## config.mk

```make
export PLATFORM = sky130hd
export DESIGN_NAME = dmem_access_ctrl
export DESIGN_NICKNAME = d
export VERILOG_FILES = /design/src/rtl/dmem_access_ctrl_pkg.sv /design/src/rtl/dmem_access_ctrl_lane_align.sv /design/src/rtl/dmem_access_ctrl.sv
export SDC_FILE = /design/constraint.sdc
export NUM_CORES = 1
export LEC_CHECK = 0
export CAP_MARGIN = 20
export CORE_ASPECT_RATIO = 1.4
export CORE_MARGIN = 1.5
export CORE_UTILIZATION = 44
export DETAILED_ROUTE_END_ITERATION = 7
export HOLD_SLACK_MARGIN = 0.12
export PLACE_DENSITY = 0.87
export SETUP_SLACK_MARGIN = 0.05
export SYNTH_ARGS = -nofsm -noshare
export SYNTH_HDL_FRONTEND = slang
export SYNTH_SLANG_ARGS = --single-unit
```

## constraint.sdc

```tcl
create_clock -name CLK -period 6.5 [get_ports CLK]
set_input_delay 1.3 -clock CLK [delete_from_list [all_inputs] [get_ports CLK]]
set_output_delay 1.3 -clock CLK [all_outputs]
set_load 0.05 [all_outputs]
```

## src/rtl/dmem_access_ctrl_pkg.sv

```systemverilog
// Shared definitions for the data-memory access sequencer: command codes,
// FSM states, access sizes and the command decoder.
package dmem_access_ctrl_pkg;

  localparam int XLEN = 32;

  localparam logic [3:0] CMD_LB  = 4'b1000;
  localparam logic [3:0] CMD_LH  = 4'b1001;
  localparam logic [3:0] CMD_LW  = 4'b1010;
  localparam logic [3:0] CMD_SB  = 4'b1011;
  localparam logic [3:0] CMD_LBU = 4'b1100;
  localparam logic [3:0] CMD_LHU = 4'b1101;
  localparam logic [3:0] CMD_SH  = 4'b1110;
  localparam logic [3:0] CMD_SW  = 4'b1111;

  typedef enum logic [1:0] {ST_IDLE, ST_BUSY, ST_DONE, ST_ERR} state_e;
  typedef enum logic [1:0] {SZ_B, SZ_H, SZ_W} size_e;

  typedef struct packed {
    logic  legal;
    logic  store;
    logic  uns;
    size_e sz;
  } cmd_dec_t;

  // Split a decode command into size / direction / signedness.
  function automatic cmd_dec_t decode_cmd(input logic [3:0] cmd);
    cmd_dec_t d;
    d.legal = 1'b1;
    d.store = 1'b0;
    d.uns   = 1'b0;
    d.sz    = SZ_W;
    case (cmd)
      CMD_LB:  d.sz = SZ_B;
      CMD_LH:  d.sz = SZ_H;
      CMD_LW:  d.sz = SZ_W;
      CMD_LBU: begin d.sz = SZ_B; d.uns = 1'b1; end
      CMD_LHU: begin d.sz = SZ_H; d.uns = 1'b1; end
      CMD_SB:  begin d.sz = SZ_B; d.store = 1'b1; end
      CMD_SH:  begin d.sz = SZ_H; d.store = 1'b1; end
      CMD_SW:  begin d.sz = SZ_W; d.store = 1'b1; end
      default: d.legal = 1'b0;
    endcase
    return d;
  endfunction

  function automatic logic misaligned(input size_e sz, input logic [1:0] lo);
    return ((sz == SZ_H) && lo[0]) || ((sz == SZ_W) && (lo != 2'b00));
  endfunction

endpackage

```

## src/rtl/dmem_access_ctrl_lane_align.sv

```systemverilog
// Byte-lane steering: byte enables, store-data replication and load
// extract/extend. Purely combinational so a store buffer can reuse it.
module dmem_lane_align
  import dmem_access_ctrl_pkg::*;
(
  input  logic [1:0]      i_sz,
  input  logic [1:0]      i_lo,
  input  logic            i_uns,
  input  logic [XLEN-1:0] i_wdata,
  input  logic [XLEN-1:0] i_rdata,
  output logic [3:0]      o_be,
  output logic [XLEN-1:0] o_wdata,
  output logic [XLEN-1:0] o_rdata
);

  logic [XLEN-1:0] w_shr;

  // Move the addressed lane down to bit 0 before extension
  assign w_shr = i_rdata >> {i_lo, 3'b000};

  // Per-size lane mapping; word access passes everything through
  always_comb begin
    o_be    = 4'b1111;
    o_wdata = i_wdata;
    o_rdata = i_rdata;
    case (i_sz)
      SZ_B: begin
        o_be    = 4'b0001 << i_lo;
        o_wdata = {4{i_wdata[7:0]}};
        o_rdata = {{24{~i_uns & w_shr[7]}}, w_shr[7:0]};
      end
      SZ_H: begin
        o_be    = i_lo[1] ? 4'b1100 : 4'b0011;
        o_wdata = {2{i_wdata[15:0]}};
        o_rdata = {{16{~i_uns & w_shr[15]}}, w_shr[15:0]};
      end
      default: ;
    endcase
  end

endmodule

```

## src/rtl/dmem_access_ctrl.sv

```systemverilog
// Data-memory access sequencer: accepts one decoded memory command, runs a
// single req/ack bus transaction, stalls the core meanwhile, and reports
// misaligned accesses, illegal codes and bus timeouts.
module dmem_access_ctrl
  import dmem_access_ctrl_pkg::*;
#(
  parameter int TIMEOUT = 255
) (
  input  logic            CLK,
  input  logic            RST,
  input  logic [3:0]      MEM_CMD,
  input  logic [XLEN-1:0] ADDR,
  input  logic [XLEN-1:0] WDATA,
  output logic            STALL,
  output logic [XLEN-1:0] RDATA,
  output logic            EXC_MISALIGN,
  output logic            EXC_BUS,
  output logic            BUS_REQ,
  output logic            BUS_WE,
  output logic [XLEN-1:0] BUS_ADDR,
  output logic [3:0]      BUS_BE,
  output logic [XLEN-1:0] BUS_WDATA,
  input  logic [XLEN-1:0] BUS_RDATA,
  input  logic            BUS_ACK
);

  localparam logic [7:0] TO_INIT = 8'(TIMEOUT);

  state_e          r_state, w_nxt;
  logic [7:0]      r_cnt;
  logic [XLEN-1:0] r_addr, r_wdata, r_rdata;
  logic [3:0]      r_be;
  logic            r_we, r_uns, r_exc_mis, r_exc_bus;
  logic [1:0]      r_lo;
  size_e           r_sz;

  cmd_dec_t        w_dec;
  logic            w_start, w_cap, w_mis, w_ebus;
  size_e           w_sz;
  logic [1:0]      w_lo;
  logic            w_uns;
  logic [3:0]      w_be;
  logic [XLEN-1:0] w_wrep, w_rext;

  assign w_dec = decode_cmd(MEM_CMD);

  // Lane unit sees the live command while idle and the latched one while busy
  assign w_sz  = (r_state == ST_IDLE) ? w_dec.sz     : r_sz;
  assign w_lo  = (r_state == ST_IDLE) ? ADDR[1:0]    : r_lo;
  assign w_uns = (r_state == ST_IDLE) ? w_dec.uns    : r_uns;

  dmem_lane_align u_align (
    .i_sz    (w_sz),
    .i_lo    (w_lo),
    .i_uns   (w_uns),
    .i_wdata (WDATA),
    .i_rdata (BUS_RDATA),
    .o_be    (w_be),
    .o_wdata (w_wrep),
    .o_rdata (w_rext)
  );

  // State register
  always_ff @(posedge CLK or posedge RST) begin
    if (RST) r_state <= ST_IDLE;
    else     r_state <= w_nxt;
  end

  // Next state plus one-cycle strobes for the datapath
  always_comb begin
    w_nxt   = r_state;
    w_start = 1'b0;
    w_cap   = 1'b0;
    w_mis   = 1'b0;
    w_ebus  = 1'b0;
    case (r_state)
      ST_IDLE: begin
        if (MEM_CMD[3]) begin
          if (!w_dec.legal) begin
            w_nxt  = ST_ERR;
            w_ebus = 1'b1;
          end else if (misaligned(w_dec.sz, ADDR[1:0])) begin
            w_nxt = ST_ERR;
            w_mis = 1'b1;
          end else begin
            w_nxt   = ST_BUSY;
            w_start = 1'b1;
          end
        end
      end
      ST_BUSY: begin
        // ACK beats a simultaneous counter expiry
        if (BUS_ACK) begin
          w_nxt = ST_DONE;
          w_cap = 1'b1;
        end else if (r_cnt <= 8'd1) begin
          w_nxt  = ST_ERR;
          w_ebus = 1'b1;
        end
      end
      default: w_nxt = ST_IDLE;
    endcase
  end

  // Bus output registers, timeout counter, load result and exception pulses
  always_ff @(posedge CLK or posedge RST) begin
    if (RST) begin
      r_cnt     <= '0;
      r_addr    <= '0;
      r_wdata   <= '0;
      r_rdata   <= '0;
      r_be      <= '0;
      r_we      <= 1'b0;
      r_uns     <= 1'b0;
      r_lo      <= '0;
      r_sz      <= SZ_W;
      r_exc_mis <= 1'b0;
      r_exc_bus <= 1'b0;
    end else begin
      r_exc_mis <= w_mis;
      r_exc_bus <= w_ebus;
      if (w_start) begin
        r_cnt   <= TO_INIT;
        r_addr  <= {ADDR[XLEN-1:2], 2'b00};
        r_wdata <= w_wrep;
        r_be    <= w_be;
        r_we    <= w_dec.store;
        r_uns   <= w_dec.uns;
        r_lo    <= ADDR[1:0];
        r_sz    <= w_dec.sz;
      end else if (r_state == ST_BUSY && !BUS_ACK) begin
        r_cnt <= r_cnt - 8'd1;
      end
      if (w_cap && !r_we) r_rdata <= w_rext;
    end
  end

  assign STALL        = MEM_CMD[3] & ((r_state == ST_IDLE) | (r_state == ST_BUSY));
  assign BUS_REQ      = (r_state == ST_BUSY);
  assign BUS_WE       = r_we;
  assign BUS_ADDR     = r_addr;
  assign BUS_BE       = r_be;
  assign BUS_WDATA    = r_wdata;
  assign RDATA        = r_rdata;
  assign EXC_MISALIGN = r_exc_mis;
  assign EXC_BUS      = r_exc_bus;

endmodule

```

; Word level (Yosys, flattened, before mapping)
; Index checks and enable logic that the tools add are counted.
[totals]
regBits = 116
latch_bits = 0
ramBits = 0
romBits = 0
out_inout_bits = 105
wordCells = 86
n_memories = 0
[op_classes]
addsub = 1
n_mul = 0
n_div = 0
n_lt_le_gt_ge = 1
eq_ne = 14
n_shift = 2
mux = 34
n_bitwise = 5
n_reduce_logical = 17
[ops]
columns = cell, n
row1 = 32-bit one-hot mux with 2 select lines, 2
row2 = "4-bit == test, second input constant", 8
row3 = 32-bit by 5-bit >> shifter with 16-bit output, 1
row4 = 1-bit 2-to-1 mux, 18
row5 = 8-bit 2-to-1 mux, 2
row6 = 2-bit 2-to-1 mux, 7
row7 = 3-bit OR reduction, 3
row8 = "8-bit by 1-bit less-or-equal comparator with 1-bit output, second input constant", 1
row9 = 2-bit one-hot mux with 2 select lines, 2
row10 = 4-bit one-hot mux with 2 select lines, 1
row11 = 8-bit OR reduction, 1
row12 = "8-bit by 1-bit subtractor with 8-bit output, second input constant", 1
row13 = "2-bit by 1-bit == test with 1-bit output, second input constant", 3
row14 = 1-bit logical AND, 4
row15 = 2-bit zero test, 2
row16 = 4-bit 2-to-1 mux, 1
row17 = 2-bit nonzero test, 2
row18 = "1-bit by 2-bit left shift with 4-bit output, first input constant", 1
row19 = 1-bit bitwise AND, 3
row20 = "3-bit by 1-bit inequality test with 1-bit output, second input constant", 1
row21 = "2-bit == test, second input constant", 1
row22 = 1-bit zero test, 2
row23 = "2-bit inequality test, second input constant", 1
row24 = 1-bit one-hot mux with 2 select lines, 1
row25 = 5 further kinds, 5

; Longest topological paths before layout
[logic_depth]
depth_word = 11
depth_mapped = 8
mapped_depth_nobuf = 6

; Cells and area by module
; A second synthesis with hierarchy kept.
[unflattened]
hier_cells = 506
area_unflattened_um2 = 5895.7
[by_module_without_submodules]
columns = module, n_inst, cells_each, area_per_inst_um2
row1 = dmem_access_ctrl, 1, 307, 4634.4
row2 = dmem_lane_align, 1, 199, 1261.2

; Worst setup path before layout
; OpenSTA, ideal clock, no wires.
[synth_path]
kind = input port to output port
startpoint = in MEM_CMD[3]
endpoint = out STALL
arrival_ps = 2207
required_time_ps = 5200
setup_slack_ps = 2993
stages = 2
cell_sequence = buf_2 nor2b_1
[synth_between]
elab_chain_len = 1
[synth_rtl]
columns = element, line_no
row1 = "start, declared", dmem_access_ctrl.sv:11  ; input logic [3:0] MEM_CMD,
row2 = 1-bit bitwise AND, dmem_access_ctrl.sv:138  ; assign STALL = MEM_CMD[3] & ((r_state == ST_IDLE) | (r_state == ST_BUSY));
row3 = "end, declared", dmem_access_ctrl.sv:14  ; output logic STALL,
; No other way between the ends.

; Worst setup path after layout
; Same ends and word-level chain as after synthesis.

==> reports/summary.md <==
Max-cap violations in this run came to 0. The required time at the worst-slack endpoint came out at 5.20 ns. Entering global routing, the biggest net connects 74 pins. Dividing the detail-routed via count by the number of cells gives 5.50. Prior to clock tree synthesis, the placed netlist has a worst setup slack of 2.19 ns. For the static leakage power, the log shows 3.60 nW. For the final database, setup skew stands at 0.00724 ns. The run gives 0 as the number of hold buffers added after CTS.

The mapped netlist covers 5700 sq um. The critical path is of the input pin to output port type. For the worst setup path, the data arrival time is 2.94 ns. The floorplan step set the die width to 99.2 um. Setup violations remaining at the end of the flow were counted as 0. The first global-routing pass estimated 27200 um of wire. The number of antenna diodes in the final layout is 0.

The logs give 0 for the initial antenna violation count and 0.40 ns for the insertion delay of the later-clocked pin in the worst-skew pair. The DRC marker count from the first detailed-route iteration is 320, and the final worst hold slack is 0.472 ns. Detailed placement ended at an HPWL of 12500 um.

Total grt overflow: 0. The H-tree depth reported by CTS was 4; the number of warnings printed during yosys synthesis was 0. In this run the worst path has a maximum fanout of 9. The number of resized instances in the post-cts repair step was 0. The first detailed-routing pass took 4 iterations. After floorplanning, the core was sized to cover 12800 sq um. The proportion of register bits with asynchronous set or reset after synthesis is 100%, and the total CTS buffers is 17. Static timing analysis puts the maximum clock frequency at 236 MHz.

Counting cells, the worst reg-to-reg path comes to 6. Traced cell by cell, the critical path runs through clkdlybuf4s50_1, nor2b_1, clkdlybuf4s50_1. Summing over every cut layer, the via total after detailed routing is 5468. Relative to the synthesized area, the layout overhead comes to 47.5%. The worst register-to-register path begins at r_state[1]$_DFFE_PP0P_. In the final timing run, aggregate negative setup slack is 0 ns. The run finished with clean final reports.

The congestion estimate from routability-driven global placement came to 0.905. Counting along the longest clock path gives a buffer depth of 2. Worst setup path startpoint: MEM_CMD[3]. The die covers 13700 sq um. Counting flops with a built-in enable in the synthesized netlist gives 0.

Dividing the detail-routed wire length by the instance count gives 17.7 um. Following the worst setup path forward leads to its endpoint at STALL. The type of element launching the critical path was an input pin. The maximum single-stage delay on the critical path is 0.82 ns, and the mean instance size in the synthesized netlist is 8.96 sq um.

The worst path meets setup with 2.26 ns of slack. The run gives 49 as the number of standard-cell rows in the floorplan. The commonest register cell after synthesis is dfrtp_1. In the final layout, the multi-input gates occupy 2600 sq um. Summing all flip-flop and latch instances after layout gives 2900 sq um. Setup slack on the worst reg-to-reg path comes out at 3.68 ns. Cell seen most often among critical-path stages: clkdlybuf4s50_1.

The sequential share of the synthesized area was 51.0%. The number of placed I/O pins is 208, and the transition time at the pin with the least slew margin is 1.14 ns. The cell area power density is 602 nW/um^2, and the final clock period utilization by the worst path is 65.2%. In this run the tightest slew margin relative to its limit is 23.3%.

Setup repair after global routing left no endpoint under its margin. Global routing consumed, over all layers together, 26.0% of the routing resources. The number of storage elements in the synthesis netlist is 116, and the number of instances in the synthesized netlist is 636.

The clock transition at the registers of the reported paths is 0.05 ns. Counting every sink on the clock net gives 116. The worst path in the final design needs a cycle of 4.24 ns, including I/O delays and setup. The tools report the destination of the worst register-to-register timing path as BUS_WDATA[19]$_DFFE_PP0P_. Kind of capture point of the worst setup path: an output port. The post-CTS repair timing setup buffer count was 0. The run gives 0 as the count of pins over their slew limit. TritonCTS built the clock tree. The root buffer cell chosen for the clock tree is clkbuf_16. The cell with the largest stage delay on the worst path was clkdlybuf4s50_1. The path class of the tightest hold or removal check is register to register.

The final routed wirelength across all metal layers was 17600 um; the number of global-route vias before repair was 5378. At the end of the flow, the number of nets in the layout was 935. The ratio of cells with drive above 1 in the final layout was 8.67%; the overall die height was 138 um.

The layout filler cell count is 1033. In the routed design, unresolved DRC markers number 0. The initial utilization of the core area, before any placement, comes to 44.7%.

The tools report the power after layout as 5.06 mW. For the unique cell type count in the Yosys netlist, the log shows 61. VDD sags by at most 0.296 mV. The count of input and output buffers is 205. The number of hold violations in the final report is 0. The post-route antenna net violation count came out at 0.
==> routing by layer <==
layer  GRT usage (%)  part of all wire, %  vias up
met1            29.9                   39     2555
met4            12.7                  3.6        0
met2            43.6                   48      294
met5               0                    0        -
li1                -                    -     2574
met3            8.63                  8.7       45
==> critical path, delay by kind of cell <==
| kind | cells | cell delay (ns) |
|---|---|---|
| buf+inv | 2 | 1.43 |
| simple gates | 1 | 0.20 |
==> power by group <==
group	internal, mW	switching (mW)	leakage, nW
sequential	1.07	0.226	1.39
combinational	0.955	1.97	1.96
clock	0.529	0.318	0.254
total	2.55	2.51	3.60
==> metrics by stage <==
step | area, sq um | utilization, % | std cells
5_1_grt | 8410 | 65.9 | 995
3_5_place_dp | 7850 | 61.6 | 963
6_report | 8410 | 65.9 | 995
4_1_cts | 8390 | 65.8 | 994
2_1_floorplan | 5700 | - | 637
3_3_place_gp | 7850 | 61.6 | 963
==> layout make-up <==
class	count	area share [%]
Sequential cell	116	34.5
Tap cell	153	2.28
Timing Repair Buffer	216	25.5
Clock buffer	21	5.36
Inverter	6	0.298
Clock inverter	10	1.01
Multi-Input combinational cell	473	31.0
==> Yosys cell counts, types with 2 or more instances <==
master,instances,area [sq um]
nand2_1,182,683
a211oi_1,17,128
a31oi_1,23,144
o21ai_1,26,130
nand3_1,5,25.0
and3b_1,2,17.5
clkbuf_1,27,101
nor3_1,2,10.0
or3b_1,2,17.5
and2_2,2,15.0
xor2_1,3,26.3
nor2_1,51,191
nor3_2,2,20.0
buf_6,2,22.5
a21o_1,2,15.0
nor3b_1,2,15.0
and3_1,15,93.8
buf_2,9,45.0
a21bo_1,2,20.0
o211ai_1,3,22.5
o21a_1,8,60.1
or3_1,2,12.5
nor2b_1,5,31.3
ha_1,2,25.0
xnor2_1,4,35.0
a31oi_2,10,125
a22oi_1,7,52.6
buf_4,3,22.5
o21ai_0,34,170
o32ai_1,2,17.5
a21oi_1,21,105
mux2i_1,9,90.1
dfrtp_1,115,2880
o31ai_1,3,22.5
inv_1,6,22.5
==> cells by family after synthesis <==
logic type                 synth area share, %
other                                   0.0658
xor gates and xnor gates                  1.08
DFF                                       51.0
AOI/OAI and AO/OA                         20.2
and+or+nand+nor                           21.9
buffers and inverters                     3.82
adders and majority gates                0.439
muxes                                     1.58
==> worst min path at each step <==
stage                                  start                        to  slack [ns]  cells past startpoint
global placement    BUS_WDATA[6]$_DFFE_PP0P_  BUS_WDATA[6]$_DFFE_PP0P_        0.46                      2
finish              BUS_ADDR[23]$_DFFE_PP0P_  BUS_ADDR[23]$_DFFE_PP0P_        0.47                      2
floorplan                  r_uns$_DFFE_PP0P_         r_uns$_DFFE_PP0P_        0.44                      2
CTS                 BUS_ADDR[23]$_DFFE_PP0P_  BUS_ADDR[23]$_DFFE_PP0P_        0.48                      2
global route         BUS_ADDR[7]$_DFFE_PP0P_   BUS_ADDR[7]$_DFFE_PP0P_        0.50                      2
detailed placement  BUS_ADDR[23]$_DFFE_PP0P_  BUS_ADDR[23]$_DFFE_PP0P_        0.46                      2
==> flip-flops by register name (all words and copies together), names as in the netlist <==
signal and count:
BUS_WDATA 32, RDATA 32, BUS_ADDR 30, r_cnt 8
BUS_BE 4, r_lo 2, r_state 2, r_sz 2
BUS_WE 1, EXC_BUS 1, EXC_MISALIGN 1, r_uns 1
==> cells in the final DEF, fill, tap and decap left out, drive strengths merged, types with 2 or more instances in the layout <==
cell type and count:
nor3b 3, o32ai 3, clkbuf 21, clkdlybuf4s50 205, nand2 183, or3 2, a22oi 7, mux2i 9
and3 15, o21ai 60, nor2 52, xor2 3, xnor2 4, o21a 8, a21o 2, nor3 4
clkinvlp 4, inv 6, nor2b 5, o211ai 4, dfrtp 115, buf 11, and2 3, conb 2
and3b 2, or2 2, nand3 6, clkinv 5, o31ai 3, ha 2, a21oi 22, or3b 3
a211oi 17, a21bo 2, a31oi 34
Note: power is estimated with default switching activity, not from simulation.
